===== config.mk =====
export PLATFORM = sky130hd
export DESIGN_NAME = mmio_io_responder
export DESIGN_NICKNAME = d
export VERILOG_FILES = /design/src/rtl/mmio_io_responder.sv
export SDC_FILE = /design/constraint.sdc
export NUM_CORES = 1
export LEC_CHECK = 0
export CORE_MARGIN = 1.5
export CORE_UTILIZATION = 25
export CTS_CLUSTER_DIAMETER = 150
export CTS_CLUSTER_SIZE = 28
export DETAILED_ROUTE_END_ITERATION = 16
export MAX_ROUTING_LAYER = met4
export PLACE_DENSITY = 0.42
export RECOVER_POWER = 25
export SLEW_MARGIN = 20
export SYNTH_ARGS = -nofsm -noshare
export SYNTH_HDL_FRONTEND = slang
export SYNTH_SLANG_ARGS = --single-unit

===== constraint.sdc =====
create_clock -name clock -period 9.41 [get_ports clock]
set_input_delay 1.882 -clock clock [delete_from_list [all_inputs] [get_ports clock]]
set_output_delay 1.882 -clock clock [all_outputs]
set_load 0.02 [all_outputs]

===== src/rtl/mmio_io_responder.sv =====
`default_nettype none
// +----------------------------------------------------------------------------+
// | Module   : mmio_io_responder                                               |
// | Purpose  : CPU I/O-space slave: LED/7-seg registers, debounced switches,   |
// |            down-counting timer with sticky, clear-on-read expiry flag.     |
// | Revision : 1.0                                                             |
// +----------------------------------------------------------------------------+
module mmio_io_responder #(
    parameter int SW_WIDTH  = 24,
    parameter int LED_WIDTH = 24,
    parameter int DB_CYCLES = 100000
) (
    input  logic                 clock,
    input  logic                 reset,
    input  logic                 io_read,
    input  logic                 io_write,
    input  logic [9:0]           addr,
    input  logic [31:0]          wdata,
    output logic [31:0]          rdata,
    output logic                 bad_addr,
    input  logic [SW_WIDTH-1:0]  switch_i,
    output logic [LED_WIDTH-1:0] led_o,
    output logic [31:0]          seg_value_o,
    output logic                 timer_irq_o
);

    localparam logic [9:0] c_ADDR_LED     = 10'h060;
    localparam logic [9:0] c_ADDR_SW      = 10'h070;
    localparam logic [9:0] c_ADDR_SEG     = 10'h080;
    localparam logic [9:0] c_ADDR_TCTRL   = 10'h090;
    localparam logic [9:0] c_ADDR_TLOAD   = 10'h094;
    localparam logic [9:0] c_ADDR_TCOUNT  = 10'h098;
    localparam logic [9:0] c_ADDR_TSTATUS = 10'h09C;

    localparam int              c_DB_W    = (DB_CYCLES > 2) ? $clog2(DB_CYCLES) : 1;
    localparam logic [c_DB_W-1:0] c_DB_LAST = c_DB_W'(DB_CYCLES - 1);

    logic [7:0]           w_word;
    logic                 w_sel_led, w_sel_sw, w_sel_seg, w_sel_tctrl;
    logic                 w_sel_tload, w_sel_tcount, w_sel_tstatus;
    logic                 w_mapped, w_read_only;
    logic                 w_wr_tload, w_wr_tctrl, w_rd_tstatus, w_expire;
    logic                 w_unused_addr;

    logic [LED_WIDTH-1:0] r_led;
    logic [31:0]          r_seg;
    logic                 r_en, r_autoreload, r_expired, r_bad_addr;
    logic [31:0]          r_tload, r_tcount;
    logic [SW_WIDTH-1:0]  r_sw_sync1, r_sw_sync2, r_sw_stable;
    logic [c_DB_W-1:0]    r_sw_cnt;

    assign w_word        = addr[9:2];
    assign w_unused_addr = ^addr[1:0];

    assign w_sel_led     = (w_word == c_ADDR_LED[9:2]);
    assign w_sel_sw      = (w_word == c_ADDR_SW[9:2]);
    assign w_sel_seg     = (w_word == c_ADDR_SEG[9:2]);
    assign w_sel_tctrl   = (w_word == c_ADDR_TCTRL[9:2]);
    assign w_sel_tload   = (w_word == c_ADDR_TLOAD[9:2]);
    assign w_sel_tcount  = (w_word == c_ADDR_TCOUNT[9:2]);
    assign w_sel_tstatus = (w_word == c_ADDR_TSTATUS[9:2]);

    assign w_read_only = w_sel_sw | w_sel_tcount | w_sel_tstatus;
    assign w_mapped    = w_read_only | w_sel_led | w_sel_seg | w_sel_tctrl | w_sel_tload;

    assign w_wr_tload   = io_write & w_sel_tload;
    assign w_wr_tctrl   = io_write & w_sel_tctrl;
    assign w_rd_tstatus = io_read & w_sel_tstatus;
    // Reload writes take priority over the expiry rule, so they also mask expiry.
    assign w_expire     = ~w_wr_tload & r_en & (r_tcount == 32'd0);

    always_comb begin
        rdata = 32'd0;
        if (io_read) begin
            if (w_sel_led)     rdata[LED_WIDTH-1:0] = r_led;
            if (w_sel_sw)      rdata[SW_WIDTH-1:0]  = r_sw_stable;
            if (w_sel_seg)     rdata                = r_seg;
            if (w_sel_tctrl)   rdata[1:0]           = {r_autoreload, r_en};
            if (w_sel_tload)   rdata                = r_tload;
            if (w_sel_tcount)  rdata                = r_tcount;
            if (w_sel_tstatus) rdata[0]             = r_expired;
        end
    end

    always_ff @(posedge clock or posedge reset) begin
        if (reset) begin
            r_led      <= '0;
            r_seg      <= '0;
            r_bad_addr <= 1'b0;
        end else begin
            if (io_write && w_sel_led) r_led <= wdata[LED_WIDTH-1:0];
            if (io_write && w_sel_seg) r_seg <= wdata;
            r_bad_addr <= ((io_read | io_write) & ~w_mapped) | (io_write & w_read_only);
        end
    end

    // Whole-vector debounce: any mid-count change just retargets the comparison.
    always_ff @(posedge clock or posedge reset) begin
        if (reset) begin
            r_sw_sync1  <= '0;
            r_sw_sync2  <= '0;
            r_sw_stable <= '0;
            r_sw_cnt    <= '0;
        end else begin
            r_sw_sync1 <= switch_i;
            r_sw_sync2 <= r_sw_sync1;
            if (r_sw_sync2 != r_sw_stable) begin
                if (r_sw_cnt == c_DB_LAST) begin
                    r_sw_stable <= r_sw_sync2;
                    r_sw_cnt    <= '0;
                end else begin
                    r_sw_cnt <= r_sw_cnt + c_DB_W'(1);
                end
            end else begin
                r_sw_cnt <= '0;
            end
        end
    end

    always_ff @(posedge clock or posedge reset) begin
        if (reset) begin
            r_en         <= 1'b0;
            r_autoreload <= 1'b0;
            r_tload      <= 32'd0;
            r_tcount     <= 32'd0;
            r_expired    <= 1'b0;
        end else begin
            if (w_wr_tload) begin
                r_tload  <= wdata;
                r_tcount <= wdata;
            end else if (r_en && (r_tcount != 32'd0)) begin
                r_tcount <= r_tcount - 32'd1;
            end else if (r_en) begin
                if (r_autoreload) r_tcount <= r_tload;
                else              r_en     <= 1'b0;
            end
            // A control write overrides the one-shot auto-disable above.
            if (w_wr_tctrl) begin
                r_en         <= wdata[0];
                r_autoreload <= wdata[1];
            end
            if (w_expire)          r_expired <= 1'b1;
            else if (w_rd_tstatus) r_expired <= 1'b0;
        end
    end

    assign led_o       = r_led;
    assign seg_value_o = r_seg;
    assign bad_addr    = r_bad_addr;
    assign timer_irq_o = r_expired;

endmodule
`default_nettype wire


==> impl_metrics.json, run 1 <==
{
  "yosysSeqAreaShare_pct": 53.8,
  "slew_headroom_pct": 23.7,
  "synth_area_sq_um": 9900,
  "layout_setup_ws_ns": 2.39,
  "coreArea_sq_um": 38800,
  "syn_nets": 1022,
  "synth_cell_types": 64,
  "skew_ns": 0.0244,
  "cp.required_ns": 7.53,
  "synth_flop_cell": "dfrtp_1",
  "slowest_delay_ns": 0.72,
  "setup_viol": 0,
  "tns_ns": 0,
  "hpwl_um": 23600,
  "drive_above_1_share_pct": 11.9,
  "arrival_ns": 5.14,
  "drt_iter0_drc": 654,
  "viasPerCell": 5.00,
  "cts-root-buf": "clkbuf_16",
  "async_flop_share_pct": 100,
  "final_core_util_pct": 31.8,
  "insertion_delay_ns": 0.49,
  "synthCells": 949,
  "syn2layout_area_growth_pct": 24.7,
  "pre_cts_ws_ns": 2.38,
  "period_minus_slack_ns": 7.02,
  "grt_usage_pct": 16.8,
  "crit_path_start_kind": "primary input",
  "rows": 72,
  "firstDrtPassIters": 6,
  "yosys-top-cells-count": "213 x dfrtp_1, 161 x nand2_1, 80 x mux2_2",
  "crit_family": "simple AND/OR/NAND/NOR gates",
  "grt_pass1_wl_um": 51600,
  "antenna_found_initial": 0,
  "cts_sinks": 213,
  "yosysTopAreaCell": "dfrtp_1",
  "ctsHoldBuffers": 0,
  "p_per_area_nw_per_um2": 157,
  "ios": 160,
  "cts.path.max_buffers": 3,
  "post-route-period-util_pct": 74.6,
  "avgRoutedWirePerCell_um": 21.0,
  "p_leak_uw": 0.00524,
  "vias": 7956,
  "syn_area_per_cell_sq_um": 10.4,
  "postCtsSetupBuffers": 0,
  "ys_ff_latch": 213,
  "peakVddDrop_v": 0.0000914,
  "grt_setup_unrepaired": "no",
  "overflow": 0,
  "critical_path_class": "primary input to output pin",
  "worstSetupEndpointType": "output pin",
  "drc": 0,
  "post_cts_resized": 0,
  "fmax_ghz": 0.142,
  "yosysWarningCount": 0,
  "grt_start_max_net_pins": 145,
  "drt.antenna.violating_nets": 0,
  "clk_pin_slew_ns": 0.11,
  "h-tree-depth": 1,
  "final_max_slew_viol_count": 0,
  "die_w_um": 202,
  "synth_edf_count": 0,
  "grt_pass1_vias": 7994,
  "holdWs_ns": 0.355,
  "hold_viol": 0,
  "critical-path-slowest-cell": "nor2_4",
  "crit_chain": "clkdlybuf4s50_1, nor4_1, and2_1, nand3_1, nor2_4, nand2_1, a31oi_1, clkdlybuf4s50_1",
  "hold_class": "flop to flop",
  "cts_tree": "built",
  "cp_max_fo": 31,
  "max_cap_viol_count": 0,
  "crit_top_cell": "clkdlybuf4s50_1",
  "fp.dieH_um": 202,
  "finalWirelength_um": 33500,
  "worstMarginPinSlew_ns": 1.13,
  "die-area_sq_um": 40800,
  "status": "finished, final reports clean",
  "cp_num_buf_inv": 2,
  "cts_buffers": 11,
  "nNetsFinal": 1147,
  "synthMostInstantiatedCell": "dfrtp_1",
  "gp_congestion": 0.843,
  "synth_top_area_share_pct": 53.8,
  "n_antenna_cell": 0,
  "yosys-top-cells-area": "dfrtp_1 54%, mux2_2 9.1%, nand2_1 6.1%",
  "port_buffers": 157,
  "start_util_pct": 25.5
}
[where the power goes]
| part | total (uW) | switching [uW] | internal (uW) | leakage, uW |
|---|---|---|---|---|
| logic | 357 | 215 | 142 | 0.00229 |
| clock network | 535 | 311 | 225 | 0.000149 |
| registers | 1050 | 74.2 | 971 | 0.00280 |
[stage by stage]
step	area, sq um	instances	total power, uW
2_1_floorplan	9900	949	1260
3_3_place_gp	12000	1579	1420
3_5_place_dp	12000	1579	1420
4_1_cts	12300	1592	1970
5_1_grt	12400	1592	2050
6_report	12400	1592	1940
[cell usage in the layout, fill, tap and decap left out, types with 3 or more instances in the layout]
cell and instances:
inv_1 12, a21o_1 3, a21oi_1 27, a311oi_1 3, o22ai_1 8, nand2_1 161, ha_1 3, nor3_1 24
buf_4 18, mux2_2 80, and4_1 3, nand4_1 9, nor4b_1 4, clkbuf_16 11, o21ai_0 43, nand2b_1 5
and3_1 10, or3_1 3, nand3_1 20, a222oi_1 30, or4_1 9, clkdlybuf4s50_1 132, xnor2_1 15, o31ai_1 4
o211ai_1 7, a211oi_1 7, dfrtp_1 213, nor4bb_1 3, nor2_1 57, nor4_1 13, xor2_1 30, a31oi_1 29
dlygate4sd3_1 25
[sequential cells by signal, summed over array words and instances, names as in the netlist]
| signal | count |
|---|---|
| bad_addr | 1 |
| led_o | 24 |
| r_autoreload | 1 |
| r_en | 1 |
| r_sw_cnt | 17 |
| r_sw_stable | 24 |
| r_sw_sync1 | 24 |
| r_sw_sync2 | 24 |
| r_tcount | 32 |
| r_tload | 32 |
| seg_value_o | 32 |
| timer_irq_o | 1 |
[worst paths after layout]
path	from	slack, ns	depth (start not counted)	end
worst min-delay path	r_sw_sync1[7]	0.35	0	r_sw_sync2[7]
worst max register to register	r_tcount[15]	5.87	6	r_tcount[1]
worst max-delay path	addr[5]	2.39	8	rdata[13]
worst min register to register	r_sw_sync1[7]	0.35	0	r_sw_sync2[7]
max in group asynchronous	reset	5.78	3	r_tload[9]
min in group asynchronous	reset	2.01	2	seg_value_o[17]
[per-layer routing]
layer | vias to the layer above | wire length (um) | track usage [%]
met5 | - | 0 | -
met4 | 0 | 489 | 3.17
met3 | 22 | 1540 | 1.84
met2 | 213 | 15600 | 26.2
met1 | 4038 | 15800 | 23.7
li1 | 3683 | - | -
[area by class of cell]
| class | count | area (sq um) |
|---|---|---|
| Clock inverter | 1 | 11.3 |
| Sequential cell | 213 | 5330 |
| Clock buffer | 12 | 289 |
| Fill cell | 4018 | 26500 |
| Tap cell | 518 | 648 |
| Inverter | 13 | 61.3 |
| Multi-Input combinational cell | 660 | 4300 |
| Timing Repair Buffer | 175 | 1710 |
[logic make-up after synthesis]
group	synth area share, %
simple gates	16.1
flops	53.8
compound gates	13.0
mux	9.53
buf+inv	3.18
xor+xnor	3.98
fa+ha+maj	0.379
No activity file was read; power rests on OpenSTA's default activity.
==> run 2, diff against run 1 <==
- clock period: 9.41 -> 7.1 ns (I/O delays scaled with it)
==> run 2 against run 1 <==
Against the previous run: the flow now finishes with violations (capacitance limit, slew limit); sequential power rose by 31%; critical path depth fell by 2; global-route usage fell by 0.24 points.
==> impl_metrics.json, run 2 (synthesized netlist as in run 1, its figures left out) <==
{
  "max_cap_viol_count": 2,
  "cp.required_ns": 5.68,
  "gp_congestion": 0.826,
  "crit_top_cell": "clkdlybuf4s50_1",
  "post-route-period-util_pct": 87.4,
  "ios": 160,
  "port_buffers": 157,
  "cts_buffers": 11,
  "layout_commonest_cell": "dfrtp_1",
  "hpwl_um": 23300,
  "skew_ns": 0.0241,
  "period_minus_slack_ns": 6.20,
  "finish.instance_area_sq_um": 12300,
  "h-tree-depth": 1,
  "peakVddDrop_v": 0.000116,
  "cts-root-buf": "clkbuf_16",
  "fill_cells": 3982,
  "cp_max_fo": 10,
  "crit_path_start_kind": "primary input",
  "grt_pass1_wl_um": 51100,
  "final_cell_mix": "213 x dfrtp_1, 161 x nand2_1, 132 x clkdlybuf4s50_1",
  "tns_ns": 0,
  "cts.path.max_buffers": 3,
  "start_util_pct": 25.5,
  "setup_viol": 0,
  "die_w_um": 202,
  "postCtsSetupBuffers": 0,
  "seq_area_sq_um": 5330,
  "drt_iter0_drc": 701,
  "fp.dieH_um": 202,
  "insertion_delay_ns": 0.48,
  "drc": 0,
  "use_met2_pct": 25.5,
  "use_met1_pct": 23.6,
  "die-area_sq_um": 40800,
  "critical-path-slowest-cell": "or4b_2",
  "firstDrtPassIters": 7,
  "cts_tree": "built",
  "avgRoutedWirePerCell_um": 20.9,
  "worstMarginPinSlew_ns": 4.10,
  "finalPower_uw": 2560,
  "n_antenna_cell": 0,
  "overflow": 0,
  "clk_pin_slew_ns": 0.11,
  "grt_pass1_vias": 8033,
  "hold_viol": 0,
  "cts_sinks": 213,
  "post_cts_resized": 0,
  "busiest_layer": "met2",
  "final_max_slew_viol_count": 215,
  "critical_path_class": "primary input to output pin",
  "grt_start_max_net_pins": 156,
  "slew_headroom_pct": -173,
  "arrival_ns": 4.78,
  "holdWs_ns": 0.355,
  "vias": 8002,
  "worstSetupEndpointType": "output pin",
  "p_leak_uw": 0.00524,
  "ctsHoldBuffers": 0,
  "syn2layout_area_growth_pct": 24.7,
  "drt.antenna.violating_nets": 0,
  "multi_input_area_sq_um": 4300,
  "slowest_delay_ns": 0.70,
  "p_per_area_nw_per_um2": 207,
  "hold_class": "flop to flop",
  "viasPerCell": 5.02,
  "nNetsFinal": 1151,
  "place_area_sq_um": 12100,
  "grt_setup_unrepaired": "no",
  "coreArea_sq_um": 38800,
  "violations": "capacitance limit, slew limit",
  "status": "finished, violations left",
  "drive_above_1_share_pct": 12.1,
  "finalWirelength_um": 33300,
  "fmax_ghz": 0.161,
  "use_met3_pct": 1.73,
  "grt_usage_pct": 16.6,
  "final_core_util_pct": 31.8,
  "rows": 72,
  "antenna_found_initial": 0,
  "crit_chain": "clkdlybuf4s50_1, or4b_2, nor2_2, a222oi_1, a31oi_1, clkdlybuf4s50_1"
}
## run 2: critical path: cells and delay by family
| kind | cells | cell delay [ns] |
|---|---|---|
| AOI/OAI and AO/OA | 2 | 0.68 |
| and+or+nand+nor | 2 | 1.32 |
| buffers and inverters | 2 | 1.36 |
## run 2: final timing paths
kind / cells past startpoint / startpoint / slack (ns) / endpoint
min reg2reg: 0 / r_sw_sync1[4] / 0.35 / r_sw_sync2[4]
max in group asynchronous: 3 / reset / 1.74 / seg_value_o[6]
min in group asynchronous: 3 / reset / 2.68 / r_sw_sync2[10]
max: 6 / addr[2] / 0.90 / rdata[15]
min: 0 / r_sw_sync1[4] / 0.35 / r_sw_sync2[4]
max reg2reg: 6 / r_tcount[15] / 3.40 / r_tcount[1]
## run 2: report_power, final
group / internal, uW / switching [uW] / total (uW) / leakage, uW
combinational: 188 / 288 / 476 / 0.00229
sequential: 1290 / 95.5 / 1380 / 0.00280
clock: 287 / 411 / 698 / 0.000142
## run 2: layout make-up
type	count	area share, %
timing repair buffer	179	14.0
clock buffer	11	2.23
sequential	213	43.2
inverter	13	0.405
multi-input combinational	660	34.8
tap	518	5.25
clock inverter	1	0.132
## run 2: stage by stage
step / setup slack [ns] / instances
after floorplan: 2.44 / 949
after global placement: 0.940 / 1583
after detailed placement: 0.955 / 1583
after CTS: 0.939 / 1595
after global routing: 0.815 / 1595
final: 0.895 / 1595
## run 2: layer usage
metal	vias up	routed length, um
met5	-	0
met3	23	1450
li1	3706	-
met2	234	15200
met1	4039	16100
met4	0	563
